**src/rtl/pc_ctrl_pkg.sv**
```systemverilog
// Operation encodings for the program-counter / return-address-stack sequencer.
// Shared by the decoder, the prog_ctr_stack block and its bench.
package pc_ctrl_pkg;

    localparam logic [2:0] PC_HOLD  = 3'b000;
    localparam logic [2:0] PC_LOAD  = 3'b001;
    localparam logic [2:0] PC_INC   = 3'b010;
    localparam logic [2:0] PC_REL   = 3'b011;
    localparam logic [2:0] PC_CALL  = 3'b100;
    localparam logic [2:0] PC_RET   = 3'b101;
    localparam logic [2:0] PC_SKIP  = 3'b110;
    localparam logic [2:0] PC_FLUSH = 3'b111;

endpackage

```
**src/rtl/ras_lifo.sv**
```systemverilog
// Return-address LIFO: one push or pop per cycle, push ignored when full,
// pop ignored when empty, flush empties it. Storage is zeroed on clr.
module ras_lifo #(
    parameter  int D_WIDTH   = 8,
    parameter  int STK_DEPTH = 4,
    localparam int LVL_W     = $clog2(STK_DEPTH + 1)
) (
    input  logic               clk,
    input  logic               clr,
    input  logic               push,
    input  logic               pop,
    input  logic               flush,
    input  logic [D_WIDTH-1:0] wdata,
    output logic [D_WIDTH-1:0] rdata,
    output logic [LVL_W-1:0]   level,
    output logic               empty,
    output logic               full
);

    logic [D_WIDTH-1:0] mem_reg [STK_DEPTH];
    logic [LVL_W-1:0]   level_reg;
    logic [STK_DEPTH-1:0] wr_en;
    logic               push_ok;
    logic               pop_ok;

    assign empty   = (level_reg == LVL_W'(0));
    assign full    = (level_reg == LVL_W'(STK_DEPTH));
    assign push_ok = push && !flush && !full;
    assign pop_ok  = pop && !flush && !push && !empty;

    // The slot written by a push is the one just above the current top.
    generate
        for (genvar gi = 0; gi < STK_DEPTH; gi++) begin : g_wr_en
            assign wr_en[gi] = push_ok && (level_reg == LVL_W'(gi));
        end
    endgenerate

    always_ff @(posedge clk or negedge clr) begin
        if (!clr) begin
            level_reg <= '0;
            for (int i = 0; i < STK_DEPTH; i++) begin
                mem_reg[i] <= '0;
            end
        end else begin
            for (int i = 0; i < STK_DEPTH; i++) begin
                if (wr_en[i]) begin
                    mem_reg[i] <= wdata;
                end
            end
            if (flush) begin
                level_reg <= '0;
            end else if (push_ok) begin
                level_reg <= level_reg + LVL_W'(1);
            end else if (pop_ok) begin
                level_reg <= level_reg - LVL_W'(1);
            end
        end
    end

    // Top-of-stack select; reads zero when empty.
    always_comb begin
        rdata = '0;
        for (int i = 0; i < STK_DEPTH; i++) begin
            if (level_reg == LVL_W'(i + 1)) begin
                rdata = mem_reg[i];
            end
        end
    end

    assign level = level_reg;

endmodule

```
**src/rtl/prog_ctr_stack.sv**
```systemverilog
// Program counter with signed relative branch, skip and call/return via ras_lifo.
// Optional sticky overflow/underflow flag stk_err when PC_STACK_ERR_EN is defined.
module prog_ctr_stack
    import pc_ctrl_pkg::*;
#(
    parameter  int D_WIDTH   = 8,
    parameter  int STK_DEPTH = 4,
    localparam int LVL_W     = $clog2(STK_DEPTH + 1)
) (
    input  logic               clk,
    input  logic               clr,
    input  logic [D_WIDTH-1:0] pc_in,
    input  logic [2:0]         pc_ctrl,
    output logic [D_WIDTH-1:0] pc_out,
    output logic [LVL_W-1:0]   stk_level,
    output logic               stk_empty,
    output logic               stk_full
`ifdef PC_STACK_ERR_EN
    ,
    output logic               stk_err
`endif
);

    logic [D_WIDTH-1:0] pc_reg;
    logic [D_WIDTH-1:0] pc_next;
    logic [D_WIDTH-1:0] pc_plus1;
    logic [D_WIDTH-1:0] ras_rdata;
    logic               ras_empty;
    logic               ras_full;
    logic               is_call;
    logic               is_ret;
    logic               is_flush;

    assign is_call  = (pc_ctrl == PC_CALL);
    assign is_ret   = (pc_ctrl == PC_RET);
    assign is_flush = (pc_ctrl == PC_FLUSH);
    assign pc_plus1 = pc_reg + D_WIDTH'(1);

    ras_lifo #(
        .D_WIDTH   (D_WIDTH),
        .STK_DEPTH (STK_DEPTH)
    ) u_ras (
        .clk   (clk),
        .clr   (clr),
        .push  (is_call),
        .pop   (is_ret),
        .flush (is_flush),
        .wdata (pc_plus1),
        .rdata (ras_rdata),
        .level (stk_level),
        .empty (ras_empty),
        .full  (ras_full)
    );

    // All sums wrap modulo 2^D_WIDTH; pc_in is a signed offset for REL.
    always_comb begin
        pc_next = pc_reg;
        case (pc_ctrl)
            PC_LOAD: pc_next = pc_in;
            PC_INC:  pc_next = pc_plus1;
            PC_REL:  pc_next = pc_reg + pc_in;
            PC_CALL: pc_next = pc_in;
            PC_RET:  pc_next = ras_empty ? pc_plus1 : ras_rdata;
            PC_SKIP: pc_next = pc_reg + D_WIDTH'(2);
            default: pc_next = pc_reg;
        endcase
    end

    always_ff @(posedge clk or negedge clr) begin
        if (!clr) begin
            pc_reg <= '0;
        end else begin
            pc_reg <= pc_next;
        end
    end

`ifdef PC_STACK_ERR_EN
    logic err_reg;

    always_ff @(posedge clk or negedge clr) begin
        if (!clr) begin
            err_reg <= 1'b0;
        end else if (is_flush) begin
            err_reg <= 1'b0;
        end else if ((is_call && ras_full) || (is_ret && ras_empty)) begin
            err_reg <= 1'b1;
        end
    end

    assign stk_err = err_reg;
`endif

    assign pc_out    = pc_reg;
    assign stk_empty = ras_empty;
    assign stk_full  = ras_full;

endmodule

```
**config.mk**
```make
export PLATFORM = sky130hd
export DESIGN_NAME = prog_ctr_stack
export DESIGN_NICKNAME = d
export VERILOG_FILES = /design/src/rtl/pc_ctrl_pkg.sv /design/src/rtl/ras_lifo.sv /design/src/rtl/prog_ctr_stack.sv
export SDC_FILE = /design/constraint.sdc
export NUM_CORES = 1
export LEC_CHECK = 0
export CAP_MARGIN = 10
export CORE_ASPECT_RATIO = 0.8
export CORE_MARGIN = 5
export CORE_UTILIZATION = 40
export CTS_CLUSTER_SIZE = 16
export DETAILED_ROUTE_END_ITERATION = 16
export GPL_TIMING_DRIVEN = 0
export PLACE_DENSITY = 0.68
export SYNTH_ARGS = -nofsm -noshare
export SYNTH_HDL_FRONTEND = slang
export SYNTH_SLANG_ARGS = --single-unit
```
**constraint.sdc**
```tcl
create_clock -name clk -period 5.8 [get_ports clk]
set_clock_uncertainty 0.1 [all_clocks]
set_input_delay 0.58 -clock clk [delete_from_list [all_inputs] [get_ports clk]]
set_output_delay 0.58 -clock clk [all_outputs]
set_load 0.01 [all_outputs]
```
==> impl_metrics.tcl <==
set metrics [dict create \
    crit_type "flop to output pin" \
    root_buffer "clkbuf_8" \
    reg2reg_to "pc_out[6]$_DFFE_PN0P_" \
    port_buffers 23 \
    ant_nets 0 \
    clock_sinks 43 \
    tightest_slew_ns 0.525 \
    setup_viol 0 \
    grt_antenna_before_repair 0 \
    core_area_sq_um 7910 \
    placed_area_sq_um 3620 \
    num-fill-cells 777 \
    r2r-start "pc_out[0]$_DFFE_PN0P_" \
    arrival_ns 2.38 \
    grt_pass1_wl_microns 14300 \
    grt_pass1_vias 2734 \
    grt_max_degree 38 \
    netlist.area_leader.share_pct 33.2 \
    worstPathRequired_ns 5.12 \
    synthArstFlopShare_pct 100 \
    grt_usage_pct 17.3 \
    layout_setup_ws_ns 2.74 \
    max-slew-margin-rel_pct 65.0 \
    clk_pin_slew_ns 0.09 \
    design_area_sq_um 3700 \
    cts.repair.resized 0 \
    end_kind "output pin" \
    drv_cap 0 \
    rows 29 \
    drv_slew 0 \
    ys_types 72 \
    viasPerCell 5.69 \
    rsz0062_at_grt "false" \
    syn_area_sq_um 3240 \
    clk_path_buf_depth 2 \
    drive_above_1_share_pct 15.2 \
    layout.cells.non_filler 503 \
    multiInputGateArea_sq_um 1930 \
    die_x_microns 111 \
    ys.warnings.count 0 \
    synth_edf_count 0 \
    period_share_pct 52.8 \
    synth-seq-cells 43 \
    p_leak_nw 1.63 \
    ios 26 \
    synth_common_cells "nand2_1, dfrtp_1, o21ai_0" \
    clkLatencyLatePin_ns 0.30 \
    fin_nets 423 \
    finalHoldViolations 0 \
    min_period_ns 3.06 \
    drt_iter0_markers 225 \
    cp-start-kind "flop" \
    power_density_nw_per_um2 412 \
    synth.most_common_cell "nand2_1" \
    largest_reg_flops 32 \
    place.gp.congestion 0.935 \
    synth.avg_cell_area_sq_um 8.92 \
    cts_max_level 2 \
    wire_per_inst_microns 17.1 \
    area_growth_pct 14.4 \
    r2r_slack_ns 3.10 \
    hp-class "input port to asynchronous set/reset pin" \
    vdd_drop_max_v 0.000144 \
    power_mw 1.53 \
    regArea_sq_um 1080 \
    wl_microns 8580 \
    outcome "finished, final reports clean" \
    vias 2862 \
    tritoncts "done" \
    die_area_sq_um 10000 \
    cp_slowest_cell "clkdlybuf4s50_1" \
    cp_cell_sequence "inv_1 > ha_1 > nor2b_1 > clkbuf_1 > clkdlybuf4s50_1" \
    synth_flop_cell "dfrtp_1" \
    postCtsSetupRepairBufs 0 \
    syn_nets 392 \
    syn_inst 363 \
    pre_cts_ws_ns 2.81 \
    ctsHoldBuffers 0 \
    hpwlAfterDp_microns 6520 \
    synth_area_leaders "dfrtp_1, nand2_1, ha_1" \
    path_max_fanout 7 \
    die_height_microns 90.5 \
    r2r_cells 8 \
    initial_core_util_pct 40.9 \
    diodes 0 \
    slowest_delay_ns 0.63 \
    drtPass1Iterations 5 \
    fin_setup_tns_ns 0 \
    cts_made_buffers 5 \
    synth_seq_area_share_pct 33.2 \
    overflow 0 \
    synth.largest_area_cell "dfrtp_1" \
    dpl.cell_count 495 \
    drc_errors 0 \
    fmax_mhz 326 \
]
per-layer routing:
layer / part of all wire, % / track usage, %
met1: 48 / 25.2
met5: 0 / 0
met2: 44 / 26.0
met3: 6.7 / 4.15
met4: 1.5 / 3.90
worst max path at each step:
stage               slack, ns               endpoint                  startpoint
CTS                      2.76              stk_empty  u_ras.level[0]$_DFFE_PN0P_
global placement         2.78  pc_out[6]$_DFFE_PN0P_                    pc_in[0]
floorplan                3.58  pc_out[6]$_DFFE_PN0P_       pc_out[0]$_DFFE_PN0P_
detailed placement       2.81  pc_out[6]$_DFFE_PN0P_                    pc_in[0]
global route             2.56              stk_empty  u_ras.level[0]$_DFFE_PN0P_
finish                   2.74              stk_empty  u_ras.level[0]$_DFFE_PN0P_
report_power, final:
part           internal [mW]  switching [mW]
clock network         0.0844           0.110
logic                  0.355           0.448
registers              0.423           0.105
total                  0.861           0.664
cell usage in the layout (no fill, tap or decap), types with 4 or more instances in the layout:
master           count
xnor2_1              4
buf_2               12
nand3b_1             4
buf_6                7
nand3_1              6
clkbuf_8             5
a22oi_1              5
nor2_1              14
a31oi_1              5
xor2_1               8
clkdlybuf4s50_1     22
ha_1                15
inv_1               13
a22o_1               5
a21oi_1             20
a21o_1              10
o21ai_0             27
clkbuf_1             4
maj3_1               6
nand2_1             56
dfrtp_1             43
o21ai_1             14
nor2b_1              6
mux2i_1              4
critical path: cells and delay by family, from the launching register on:
kind                     cells  cell delay (ns)
adder cells (fa/ha/maj)      1             0.27
buffers and inverters        3             1.18
flip-flops                   1             0.48
AND/OR/NAND/NOR              1             0.15
cell type report:
type                       instances  share of cell area [%]
timing repair buffer              24                    6.62
buffer                            25                    5.07
tap                              108                    3.65
sequential                        43                    29.1
inverter                          13                    1.32
multi-input combinational        282                    52.0
clock inverter                     2                   0.338
clock buffer                       6                    1.96
metrics by stage:
step	hold slack (ns)	utilization [%]
5_1_grt	0.0217	46.8
3_5_place_dp	0.341	45.7
6_report	0.00835	46.8
3_3_place_gp	0.355	45.6
4_1_cts	0.0116	46.8
2_1_floorplan	0.184	-
kinds of logic after synthesis:
family          count (synthesis)  share of synthesized area [%]
compound gates                120                           24.6
simple gates                  117                           19.2
flops                          43                           33.2
buf+inv                        38                           7.30
fa+ha+maj                      22                           8.27
xor+xnor                       14                           4.25
mux                             9                           3.21
Note: power is estimated with default switching activity, not from simulation.
